[src/rtl/select_arbiter.sv]
// select_arbiter
// Round-robin arbiter for the shared 4-way one-hot select resource. One
// requester owns the resource at a time. The owner keeps it until it pulses
// its done bit or drops its req bit. A fixed one-cycle idle bubble separates
// consecutive owners, so the downstream decode is always clean between them.
//
// Optional feature macro: ARB_TIMEOUT_EN
//   defined   - an 8-bit tenure counter forces a release after MAX_HOLD
//               grant cycles, and preempt pulses for that forced release.
//   undefined - no counter is built and preempt is tied to 0.
//
// Ports
//   clk           rising-edge clock
//   reset         synchronous, active-high reset
//   req[3:0]      level request per requester, held until done
//   done[3:0]     one-cycle release pulse per requester
//   grant_valid   a requester currently owns the resource
//   grant_idx     owner index (0 when not valid)
//   grant_onehot  [0:3]; bit grant_idx set when valid (idx 0 -> 4'b1000)
//   preempt       one-cycle pulse after a tenure-limit release
module select_arbiter #(
   parameter int WIDTH    = 2,
   parameter int MAX_HOLD = 16
) (
   input  logic             clk,
   input  logic             reset,
   input  logic [3:0]       req,
   input  logic [3:0]       done,
   output logic             grant_valid,
   output logic [WIDTH-1:0] grant_idx,
   output logic [0:3]       grant_onehot,
   output logic             preempt
);

   typedef enum logic {IDLE, GRANT} state_t;

   state_t           state_reg, state_next;
   logic             valid_reg, valid_next;
   logic [WIDTH-1:0] idx_reg, idx_next;
   logic [WIDTH-1:0] last_reg, last_next;
   logic [0:3]       onehot_reg, onehot_next;

   logic [WIDTH-1:0] pick;
   logic [WIDTH-1:0] cand;
   logic             pick_found;
   logic             release_vol;
   logic             timeout;

`ifdef ARB_TIMEOUT_EN
   localparam logic [7:0] HOLD_LIMIT = 8'(MAX_HOLD);

   logic [7:0] count_reg, count_next;
   logic       preempt_reg, preempt_next;

   assign timeout = (state_reg == GRANT) && (count_reg == HOLD_LIMIT);
   assign preempt = preempt_reg;
`else
   assign timeout = 1'b0;
   assign preempt = 1'b0;
`endif

   // Round-robin search: start just after the previous owner, so the previous
   // owner is always considered last.
   always_comb begin
      pick       = '0;
      cand       = '0;
      pick_found = 1'b0;
      for (int off = 1; off <= 4; off++) begin
         cand = last_reg + off[WIDTH-1:0];
         if (!pick_found && req[cand]) begin
            pick       = cand;
            pick_found = 1'b1;
         end
      end
   end

   // Only the owner's done/req bits matter while granted.
   assign release_vol = done[idx_reg] | ~req[idx_reg];

   always_comb begin
      state_next   = state_reg;
      valid_next   = valid_reg;
      idx_next     = idx_reg;
      last_next    = last_reg;
`ifdef ARB_TIMEOUT_EN
      count_next   = count_reg;
      preempt_next = 1'b0;
`endif
      case (state_reg)
         IDLE: begin
            if (pick_found) begin
               state_next = GRANT;
               valid_next = 1'b1;
               idx_next   = pick;
               last_next  = pick;
`ifdef ARB_TIMEOUT_EN
               count_next = 8'd1;
`endif
            end else begin
               valid_next = 1'b0;
               idx_next   = '0;
            end
         end
         GRANT: begin
            if (release_vol || timeout) begin
               // Always pass through IDLE: this is the one-cycle bubble.
               state_next = IDLE;
               valid_next = 1'b0;
               idx_next   = '0;
`ifdef ARB_TIMEOUT_EN
               // A voluntary release in the same cycle wins over the timeout.
               preempt_next = ~release_vol;
`endif
            end else begin
`ifdef ARB_TIMEOUT_EN
               count_next = count_reg + 8'd1;
`endif
            end
         end
         default: begin
            state_next = IDLE;
            valid_next = 1'b0;
            idx_next   = '0;
         end
      endcase
   end

   // Decode the registered one-hot from the next owner so it lines up with
   // grant_idx in the same cycle.
   genvar gi;
   generate
      for (gi = 0; gi < 4; gi++) begin : g_onehot
         assign onehot_next[gi] = valid_next && (idx_next == WIDTH'(gi));
      end
   endgenerate

   always_ff @(posedge clk) begin
      if (reset) begin
         state_reg  <= IDLE;
         valid_reg  <= 1'b0;
         idx_reg    <= '0;
         last_reg   <= '1;
         onehot_reg <= '0;
      end else begin
         state_reg  <= state_next;
         valid_reg  <= valid_next;
         idx_reg    <= idx_next;
         last_reg   <= last_next;
         onehot_reg <= onehot_next;
      end
   end

`ifdef ARB_TIMEOUT_EN
   always_ff @(posedge clk) begin
      if (reset) begin
         count_reg   <= 8'd0;
         preempt_reg <= 1'b0;
      end else begin
         count_reg   <= count_next;
         preempt_reg <= preempt_next;
      end
   end
`endif

   assign grant_valid  = valid_reg;
   assign grant_idx    = idx_reg;
   assign grant_onehot = onehot_reg;

endmodule

[config.mk]
export PLATFORM = sky130hd
export DESIGN_NAME = select_arbiter
export DESIGN_NICKNAME = d
export VERILOG_FILES = /design/src/rtl/select_arbiter.sv
export SDC_FILE = /design/constraint.sdc
export NUM_CORES = 1
export LEC_CHECK = 0
export ABC_AREA = 1
export BUFFER_PORTS_ARGS = -buffer_cell sky130_fd_sc_hd__buf_2
export CAP_MARGIN = 15
export CORE_AREA = 2 2 39 41
export CTS_BUF_LIST = sky130_fd_sc_hd__clkbuf_16
export CTS_CLUSTER_SIZE = 16
export DETAILED_ROUTE_END_ITERATION = 8
export DIE_AREA = 0 0 41 43
export HOLD_SLACK_MARGIN = 0.02
export PLACE_DENSITY = 0.78
export SLEW_MARGIN = 20
export SYNTH_ARGS = -nofsm -noshare
export SYNTH_HDL_FRONTEND = slang
export SYNTH_SLANG_ARGS = --single-unit
[constraint.sdc]
create_clock -name clk -period 3.9 [get_ports clk]
set_clock_uncertainty 0.05 [all_clocks]
set_input_delay 0.195 -clock clk [delete_from_list [all_inputs] [get_ports clk]]
set_output_delay 0.195 -clock clk [all_outputs]
set_load 0.02 [all_outputs]
# == After elaboration in Yosys (flattened, before gate mapping) ==
# Cells that the tools add are included.
# totals
register_bits,10
in_bits,10
out_inout_bits,8
wordCells,59
# classes
addsub,3
magnitude_cmp,5
n_eq_ne,3
mux,28
n_bitwise,3
reduce_logical,12
# ops
cell,n
$lt A2 B3 Y1 const B,5
$mux W1,13
$bmux W1 S2,6
$mux W2,6
$logic_and A1 B1 Y1,7
$add A2 B2 Y2 const B,2
$eq A2 B2 Y1 const B,2
$pmux W1 S2,2
$pmux W2 S2,1
$logic_not A1 Y1,3
$add A2 B1 Y2 const B,1
$eq A2 B1 Y1 const B,1
$logic_not A2 Y1,1
$not A1 Y1,2
$reduce_and A2 Y1,1
$or A1 B1 Y1,1

# == Longest topological paths before layout ==
# Gate-level depths: netlist of the first run.
# depth
ltp_word,17
mapped_depth,12
mapped_depth_nobuf,11

# == Worst setup path before layout of the first run ==
# No wires, ideal clock.
# synth_timing
path_type,reg-to-reg
startpoint,register last_reg[0]
endpoint,register onehot_reg (netlist bit grant_onehot[1])
setup_ns,0.117
t_arrival_ns,1.245
required_ns,3.733
path_slack_ns,2.489
path_stages_with_launch,13
path_buffers,1
period_less_slack_ns,1.411
cell_sequence,dfxtp_1 > buf_6 > inv_6 > nand2_4 > nand3_1 > nand2_2 > nand3_2 > o21ai_1 > nand2_1 > nand2_2 > inv_2 > nand2_2 > nor2_1
# synth_via
elab_chain_len,17
word_cells_on_any_way,31
cone_classes,add/sub: 3; eq/ne: 1; mux: 20; reduce/logical: 7
# synth_rtl
item,line,text
from (decl),40,"logic [WIDTH-1:0] last_reg, last_next;"
from (signal assigned),148,last_reg <= last_next;
$add A2 B1 Y2,69,cand = last_reg + off[WIDTH-1:0];
$bmux W1 S2,70,if (!pick_found && req[cand]) begin
$mux W1 (implied by the code),70,
$mux W1,70,
$logic_not A1 Y1,70,
$logic_and A1 B1 Y1,70,
$mux W1,70,
$logic_not A1 Y1,70,
$logic_and A1 B1 Y1,70,
$mux W1,70,
$logic_not A1 Y1,70,
$logic_and A1 B1 Y1,70,
$mux W2 or $mux W1 (tied branches),70,
$mux W2,91,if (pick_found) begin
$pmux W2 S2,89,case (state_reg)
$eq A2 B1 Y1,133,assign onehot_next[gi] = valid_next && (idx_next == WIDTH'(gi));
$logic_and A1 B1 Y1 (*),133,
to (signal assigned),149,onehot_reg <= onehot_next;
to (decl),41,"logic [0:3] onehot_reg, onehot_next;"
# Mark *: on every way between the ends. The rest lies on a longest branch, timed or not. The select of a mux whose other input is x is not followed.
# A chain may end at the register's enable or synchronous reset.

# == Final worst setup path of the first run ==
# Same ends and word-level chain as after synthesis.

==> results.md, run 1 <==
Status:
- The flow ran to the end, and the final reports show no timing, DRC or antenna violations.

Flow run:
- The max capacitance violation total is 0.

Route:
- The post-route met1 wirelength is 586 um.
- The total vias in the final route is 636.
- The detailed route wirelength on metal2 is 666 um.
- The remaining design rule violation count is 0.
- The pre-antenna-repair detailed-routing pass consisted of 4 iterations.
- Once detail routing completed, the nets flagged for antenna violations numbered 0.
- The number of vias per cell after detailed routing is 4.89.
- For this block, the initial DRC count from the detailed router was 14.
- The mean routed wirelength per cell is 9.98 um.
- The detailed router used layers up to and including met4.
- After detailed routing, the total wire length is 1300 um.
- Detailed routing placed a total of 28 um of wire on met3.

Global routing:
- For this run, the total global-route usage over all layers was measured as 19.4%.
- The pin count of the biggest net entering global routing is 10.
- The first global-routing pass estimated 2340 um of wire.
- The via count of the first global-routing pass is 583.
- The overflow left after global routing is 0.
- The initial antenna violation count came to 0.

CTS:
- Clock latency on the worst-skew pair, taken at its later pin, is 0.23 ns.
- Clock tree synthesis inserted a total of 3 buffers.
- The total number of H-tree levels is 1.
- The number of buffers added to fix hold violations after cts is 0.
- TritonCTS built the clock tree.
- The clock tree root driver cell is sky130_fd_sc_hd__clkbuf_16.
- The maximum number of buffers from clock root to sink is 2.
- After clock tree synthesis, the setup repair step added 0 buffers.
- The TritonCTS sink count is 10.
- After clock tree synthesis, the clock-pin slew on the worst setup and hold paths is 0.04 ns.
- Once the clock tree was built, the resizer swapped 0 gates to a different size.

Floorplanning:
- The height of the chip is 43 um.
- The number of rows in the core area is 14.
- The die area is 0.00176 mm^2.
- The initial utilization of the core area, before any placement, comes to 46.9%.
- The region available for standard cell placement spans 0.00138 mm^2.
- From left edge to right edge, the die measures 41 um.
- The boundary pin count is 18.

Yosys:
- The synthesized netlist net count is 106.
- The share of flip-flops with an asynchronous set or reset is 0%.
- The sequential element share of the synthesized area is 30.8%.
- A synthesized cell averages 6.76 um^2.
- Synthesis produced 96 cells.
- The number of flops mapped to enable cells by yosys is 0.
- The most used flip-flop cell after synthesis is sky130_fd_sc_hd__dfxtp_1.
- The count of state elements after synthesis is 10.
- The netlist uses 24 different library cells.
- The synthesized cell area is 649 um^2.
- The count of warnings emitted by yosys is 0.

Min path:
- The min-delay analysis places its worst path in the category primary input to register.
- Along the worst hold path, the cell count comes to 2.

Worst setup path:
- The worst setup path is launched from a register.
- STA classifies the critical path endpoint as a register.
- The worst setup path is of the register to register kind.
- The largest fanout of any net on the critical path is 9.
- For the worst setup path, the data arrival time is 1.77 ns.
- For the worst setup path, the data required time is 3.97 ns.
- The number of cells on the worst reg-to-reg path is 11.

Layout:
- The share of layout cells above drive strength 1 is 34.2%.
- The number of flip-flops in the largest register is 4.
- The number of antenna diodes in the final layout is 0.
- The number of nets in the finished design is 125.
- Leaving out filler cells and counting taps, the final layout contains 130.
- The synthesis-to-finish area growth is 24.7%.

Pwr:
- The switching share of total power is 43.9%.
- The highest ir drop seen on vdd is 580 uV.
- Power spread over the standard cell area amounts to 859 mW/mm^2.
- The static leakage is 0.427 nW.
- The sequential group share of total power is 25.5%.
- The internal power of the cells totals 390 uW.
- The power share of the combinational group is 48.8%.
- The switching power summed over all nets is 306 uW.
- In this run, the clock network consumes 25.7% of the power.

Placed design:
- The post-detailed-placement half-perimeter wirelength is 1070 um.
- The count of placed standard cells including taps is 126.
- The count of buffers added on input and output ports is 16.
- Timing analysis after detailed placement gives a worst setup slack of 2.22 ns.
- The congestion estimate from routability-driven global placement came to 0.774.

Timing:
- The setup TNS is 0 ns.
- The hold violation total from the final report is 0.
- Setup violations remaining at the end of the flow were counted as 0.
- Setup repair after global routing left no endpoint under its margin.
- The smallest setup slack after layout is 2.20 ns.
- The number of max-slew violations in the final report is 0.
- Subtracting the final worst setup slack from the clock period gives 1.70 ns.
- The top achievable clock speed is 589 MHz.
- Dividing the final minimum period by the clock period gives 43.5%.
-- worst max-delay path, cell delays in order (launching register included) --
cell                      delay, ns
sky130_fd_sc_hd__dfxtp_1       0.54
sky130_fd_sc_hd__inv_6         0.09
sky130_fd_sc_hd__nand2_4       0.07
sky130_fd_sc_hd__nand3_1       0.09
sky130_fd_sc_hd__nand2_2       0.13
sky130_fd_sc_hd__nand3_2       0.10
sky130_fd_sc_hd__o21ai_1       0.19
sky130_fd_sc_hd__nand2_1       0.09
sky130_fd_sc_hd__nand2_2       0.10
sky130_fd_sc_hd__inv_2         0.05
sky130_fd_sc_hd__nand2_2       0.06
sky130_fd_sc_hd__nor2_1        0.04
-- cells in the final DEF (no fill, tap or decap) --
cell type,instances
sky130_fd_sc_hd__inv_6,1
sky130_fd_sc_hd__dfxtp_1,10
sky130_fd_sc_hd__buf_2,16
sky130_fd_sc_hd__and2_4,1
sky130_fd_sc_hd__nand2_1,29
sky130_fd_sc_hd__nand3_1,11
sky130_fd_sc_hd__nand3_2,2
sky130_fd_sc_hd__inv_2,4
sky130_fd_sc_hd__o211ai_1,2
sky130_fd_sc_hd__nand2_2,6
sky130_fd_sc_hd__o21ai_0,2
sky130_fd_sc_hd__nor3_2,2
sky130_fd_sc_hd__nand4_1,2
sky130_fd_sc_hd__o21ai_2,1
sky130_fd_sc_hd__nor2_1,3
sky130_fd_sc_hd__nand3b_1,2
sky130_fd_sc_hd__o21ai_1,2
sky130_fd_sc_hd__nand2_4,1
sky130_fd_sc_hd__clkbuf_16,3
sky130_fd_sc_hd__conb_1,1
sky130_fd_sc_hd__inv_1,7
sky130_fd_sc_hd__a21oi_1,3
sky130_fd_sc_hd__clkinv_1,1
sky130_fd_sc_hd__nor2_2,1
sky130_fd_sc_hd__nor2_4,1
-- cell type report --
cell class	count	area [um^2]
fill	122	574
multi-input combinational	72	380
sequential	10	200
timing repair buffer	16	80.1
clock buffer	3	75.1
inverter	12	50.0
tap	16	20.0
clock inverter	1	3.75
-- stage by stage --
stage               area, um^2  total power [mW]  hold WS [ns]  utilization (%)
floorplan                  649             0.456         0.214                -
global placement           731             0.513         0.354             52.8
detailed placement         731             0.521         0.359             52.8
CTS                        810             0.704         0.118             58.5
global route               810             0.752         0.124             58.5
finish                     810             0.696         0.120             58.5
-- layer usage --
metal	global-route usage, %	up-vias
met5	0	-
met4	12.0	0
met3	3.14	2
met2	30.3	10
met1	23.4	281
li1	-	343
-- cells by family after synthesis --
logic type	after synthesis	share of synthesized area [%]
AND/OR/NAND/NOR	61	48.9
buffers and inverters	14	10.6
AO/OA/AOI/OAI	10	9.05
flip-flops	10	30.8
other	1	0.577
-- final timing paths --
path | startpoint | to | slack (ns)
setup reg to reg | last_reg[0]$_SDFFE_PP1P_ | grant_onehot[1]$_SDFF_PP0_ | 2.20
setup / recovery | last_reg[0]$_SDFFE_PP1P_ | grant_onehot[1]$_SDFF_PP0_ | 2.20
hold / removal | reset | grant_idx[1]$_SDFF_PP0_ | 0.12
hold reg to reg | grant_idx[0]$_SDFF_PP0_ | grant_idx[0]$_SDFF_PP0_ | 0.53
-- power groups by stage --
stage               Clock, mW  Sequential, mW  Combinational [mW]
floorplan                   0           0.195               0.261
global placement            0           0.176               0.337
detailed placement          0           0.180               0.341
CTS                     0.184           0.178               0.342
global route            0.186           0.183               0.383
finish                  0.179           0.177               0.339
-- synth_stat cells, types with 2 or more instances --
cell,number,area [um^2]
sky130_fd_sc_hd__nand2_1,29,109
sky130_fd_sc_hd__nand3_1,11,55.1
sky130_fd_sc_hd__dfxtp_1,10,200
sky130_fd_sc_hd__inv_1,7,26.3
sky130_fd_sc_hd__nand2_2,6,37.5
sky130_fd_sc_hd__inv_2,4,15.0
sky130_fd_sc_hd__a21oi_1,3,15.0
sky130_fd_sc_hd__nor2_1,3,11.3
sky130_fd_sc_hd__nand3_2,2,20.0
sky130_fd_sc_hd__nand3b_1,2,15.0
sky130_fd_sc_hd__nand4_1,2,12.5
sky130_fd_sc_hd__nor3_2,2,20.0
sky130_fd_sc_hd__o211ai_1,2,15.0
sky130_fd_sc_hd__o21ai_0,2,10.0
sky130_fd_sc_hd__o21ai_1,2,10.0
No activity file was read; power rests on OpenSTA's default activity.
==> run 2, diff against run 1 <==
Settings changed: CORE_AREA 2 2 39 41 to not set, CORE_UTILIZATION set to 49, DIE_AREA 0 0 41 43 to not set, PLACE_DENSITY 0.78 to 0.79.
Clock period 3.9 ns to 1.7 ns, I/O delays scaled along.
==> run 2 against run 1 <==
Global-route usage rose by 4.5 points. Register-to-register slack worse by 2.1 ns. Count of clock-buffer cells in the layout stayed put. Combinational power rose to 2.6 times the previous value. Die area decreased by 16%. Worst setup slack worse by 2.1 ns. Clock power increased by 130%. Final cell count shrank 0.77%. Core utilization increased by 13 points. Non-clock buffer count increased by 2. Maximum frequency up 8.1%. Sequential cell count unchanged.
==> results.md, run 2 (synthesized netlist as in run 1, its figures left out) <==
Route:
- In the final routed layout, each cell accounts on average for 11.4 um.
- The routed wire length is 1470 um.
- The number of vias per cell after detailed routing is 5.20.
- The number of routed nets with antenna violations is 0.
- The remaining design rule violation count is 0.
- The first routing iteration left 14 violations.
- For this run, the detailed router's first-pass iteration total came to 4.
- The total vias in the final route is 671.

CTS:
- The clock reaches the later pin of the worst-skew pair after 0.23 ns.
- CTS built an H-tree with a depth of 1.
- Buffers inserted during clock tree synthesis total 3.
- The post-CTS setup-driven buffer insertion count is 0.
- The clock transition at the register clock pins on the worst setup and hold paths after CTS is 0.04 ns.
- The CTS tree is done.
- The clock tree root driver cell is sky130_fd_sc_hd__clkbuf_16.
- Clock tree synthesis found a total of 10 sinks.
- Counting along the longest clock path gives a buffer depth of 2.

Timing:
- The top achievable clock speed is 637 MHz.
- Setup violations remaining at the end of the flow were counted as 0.
- In the final timing run, aggregate negative setup slack is 0 ns.
- The final critical path takes up 92.4% of the cycle.
- Hold is met by 0.335 ns.
- Setup repair after global routing left no endpoint under its margin.
- The hold violation total from the final report is 0.
- The number of max-slew violations in the final report came to 0.
- The post-layout minimum cycle time is 1.57 ns.

Worst setup path:
- STA puts the critical path data arrival time at 1.65 ns.
- Data on the critical path is required at its endpoint by 1.78 ns.
- STA classifies the critical path startpoint as a register.
- The kind of end point of the critical path is a register.
- The setup path with the least slack is of type register to register.
- The largest fanout of any net on the critical path is 9.

Pwr:
- For this design the ratio of total power to cell area is 2000 mW/mm^2.
- The power share of the combinational group is 52.6%.
- Summed over all cells, the static leakage comes to 0.441 nW.
- The clock share of power is 24.2%.
- Cell internal power was estimated by the tool at 933 uW.
- The switching share of total power is 44.5%.
- The highest ir drop seen on vdd is 1360 uV.
- For this design the total switching power over the nets is 748 uW.
- The sequential group share of total power is 23.2%.

Layout:
- The synthesis-to-finish area growth is 29.3%.
- The most frequent standard cell in the layout excluding fill and tap cells is sky130_fd_sc_hd__nand2_1.
- The number of nets in the finished design is 127.
- The fraction of the core area covered by cells at the end of the flow is 71.7%.
- The share of layout cells above drive strength 1 is 36.5%.
- The count of inserted antenna diode cells is 0.
- In the layout the commonest cells are sky130_fd_sc_hd__nand2_1, sky130_fd_sc_hd__buf_2, sky130_fd_sc_hd__nand3_1, sky130_fd_sc_hd__dfxtp_1.
- Fill cells in the final layout number 96.
- The number of flip-flops in the largest register is 4.

Placed design:
- The final weighted congestion in routability-driven placement is 0.827.
- The post-detailed-placement half-perimeter wirelength is 1060 um.
- The count of buffers from port buffering is 16.

Global routing:
- Entering global routing, the biggest net connects 10 pins.
- The first global-routing pass estimated 2460 um of wire.
- The initial antenna violation count is 0.
- Across every metal layer, demand over resource in global routing totals 24.0%.
- After global routing the overflow that remains totals 0.
- The via count of the first global-routing pass was 598.

Floorplanning:
- The height of the chip is 38.4 um.
- The floorplan step defined a core boundary enclosing 0.00117 mm^2.
- Pin placement for this block handled 18 I/O pins.
- The floorplan step defined a die boundary enclosing 0.00147 mm^2.
- Once the floorplan was initialized, standard cells occupied 55.4% of the core.
- The die outline width is 38.4 um.
- The number of rows in the core area is 12.

Status:
- The run finished with clean final reports.

Flow run:
- Across the run, the number of max-cap violations was 0.

Min path:
- The path class of the lowest-slack min-delay path is primary input to register.
==> run 2: changes by cell type in the layout (fill, tap and decap cells not counted), sizes merged <==
| cell | previous run | this run |
|---|---|---|
| dlygate4sd3 | 0 | 1 |
| buf | 16 | 17 |
| clkinv | 1 | 0 |
==> run 2: worst paths after layout <==
kind / startpoint / endpoint / cells past startpoint / slack (ns)
max: last_reg[0]$_SDFFE_PP1P_ / grant_onehot[1]$_SDFF_PP0_ / 12 / 0.13
min: done[2] / state_reg$_SDFF_PP0_ / 6 / 0.34
max reg2reg: last_reg[0]$_SDFFE_PP1P_ / grant_onehot[1]$_SDFF_PP0_ / 12 / 0.13
min reg2reg: state_reg$_SDFF_PP0_ / state_reg$_SDFF_PP0_ / 2 / 0.54
==> run 2: layout make-up <==
cell class	instances	area, um^2	area share [%]
multi-input cells	72	387	46.1
flip-flops and latches	10	200	23.8
repair buffers	18	110	13.1
clock buffers	3	75.1	8.94
inverters	12	50.0	5.96
well taps	14	17.5	2.09
==> run 2: critical path: stages (launching register included) <==
cell	delay, ns
sky130_fd_sc_hd__dfxtp_1	0.35
sky130_fd_sc_hd__buf_12	0.13
sky130_fd_sc_hd__inv_6	0.05
sky130_fd_sc_hd__nand2_4	0.05
sky130_fd_sc_hd__nand3_1	0.10
sky130_fd_sc_hd__nand2_2	0.12
sky130_fd_sc_hd__nand3_2	0.11
sky130_fd_sc_hd__nor2_2	0.15
sky130_fd_sc_hd__nor2_4	0.05
sky130_fd_sc_hd__nand3_2	0.10
sky130_fd_sc_hd__nand2_2	0.09
sky130_fd_sc_hd__nand2_2	0.07
sky130_fd_sc_hd__nor2_1	0.04
==> run 2: power by group through the flow <==
| stage | registers (mW) | logic [mW] | clock network [mW] |
|---|---|---|---|
| after global routing | 0.402 | 0.980 | 0.420 |
| after detailed placement | 0.389 | 0.852 | 0 |
| after floorplan | 0.446 | 0.599 | 0 |
| after global placement | 0.389 | 0.834 | 0 |
| after CTS | 0.386 | 0.865 | 0.405 |
| final | 0.390 | 0.884 | 0.407 |
==> run 2: metal layers <==
metal  vias up  share of wire, %  GRT usage (%)
li1        345                 -              -
met1       295                44           31.3
met2        28                49           39.0
met3         3               6.4           6.98
met4         0              0.82           5.17
met5         -                 0              0
==> run 2: timing repair <==
action                                  CTS  global route
endpoints found under the setup margin    0             3
hold endpoints to repair                  3             0
hold buffers                              1             0
gates resized for setup                   0             2
==> run 2: metrics by stage <==
step / cell area, um^2 / power [mW] / instances / worst slack [ns]
finish: 840 / 1.68 / 129 / 0.129
CTS: 833 / 1.66 / 129 / 0.0874
detailed placement: 748 / 1.24 / 125 / 0.112
floorplan: 649 / 1.05 / 96 / 0.289
global placement: 748 / 1.22 / 125 / 0.145
global route: 840 / 1.80 / 129 / 0.00374
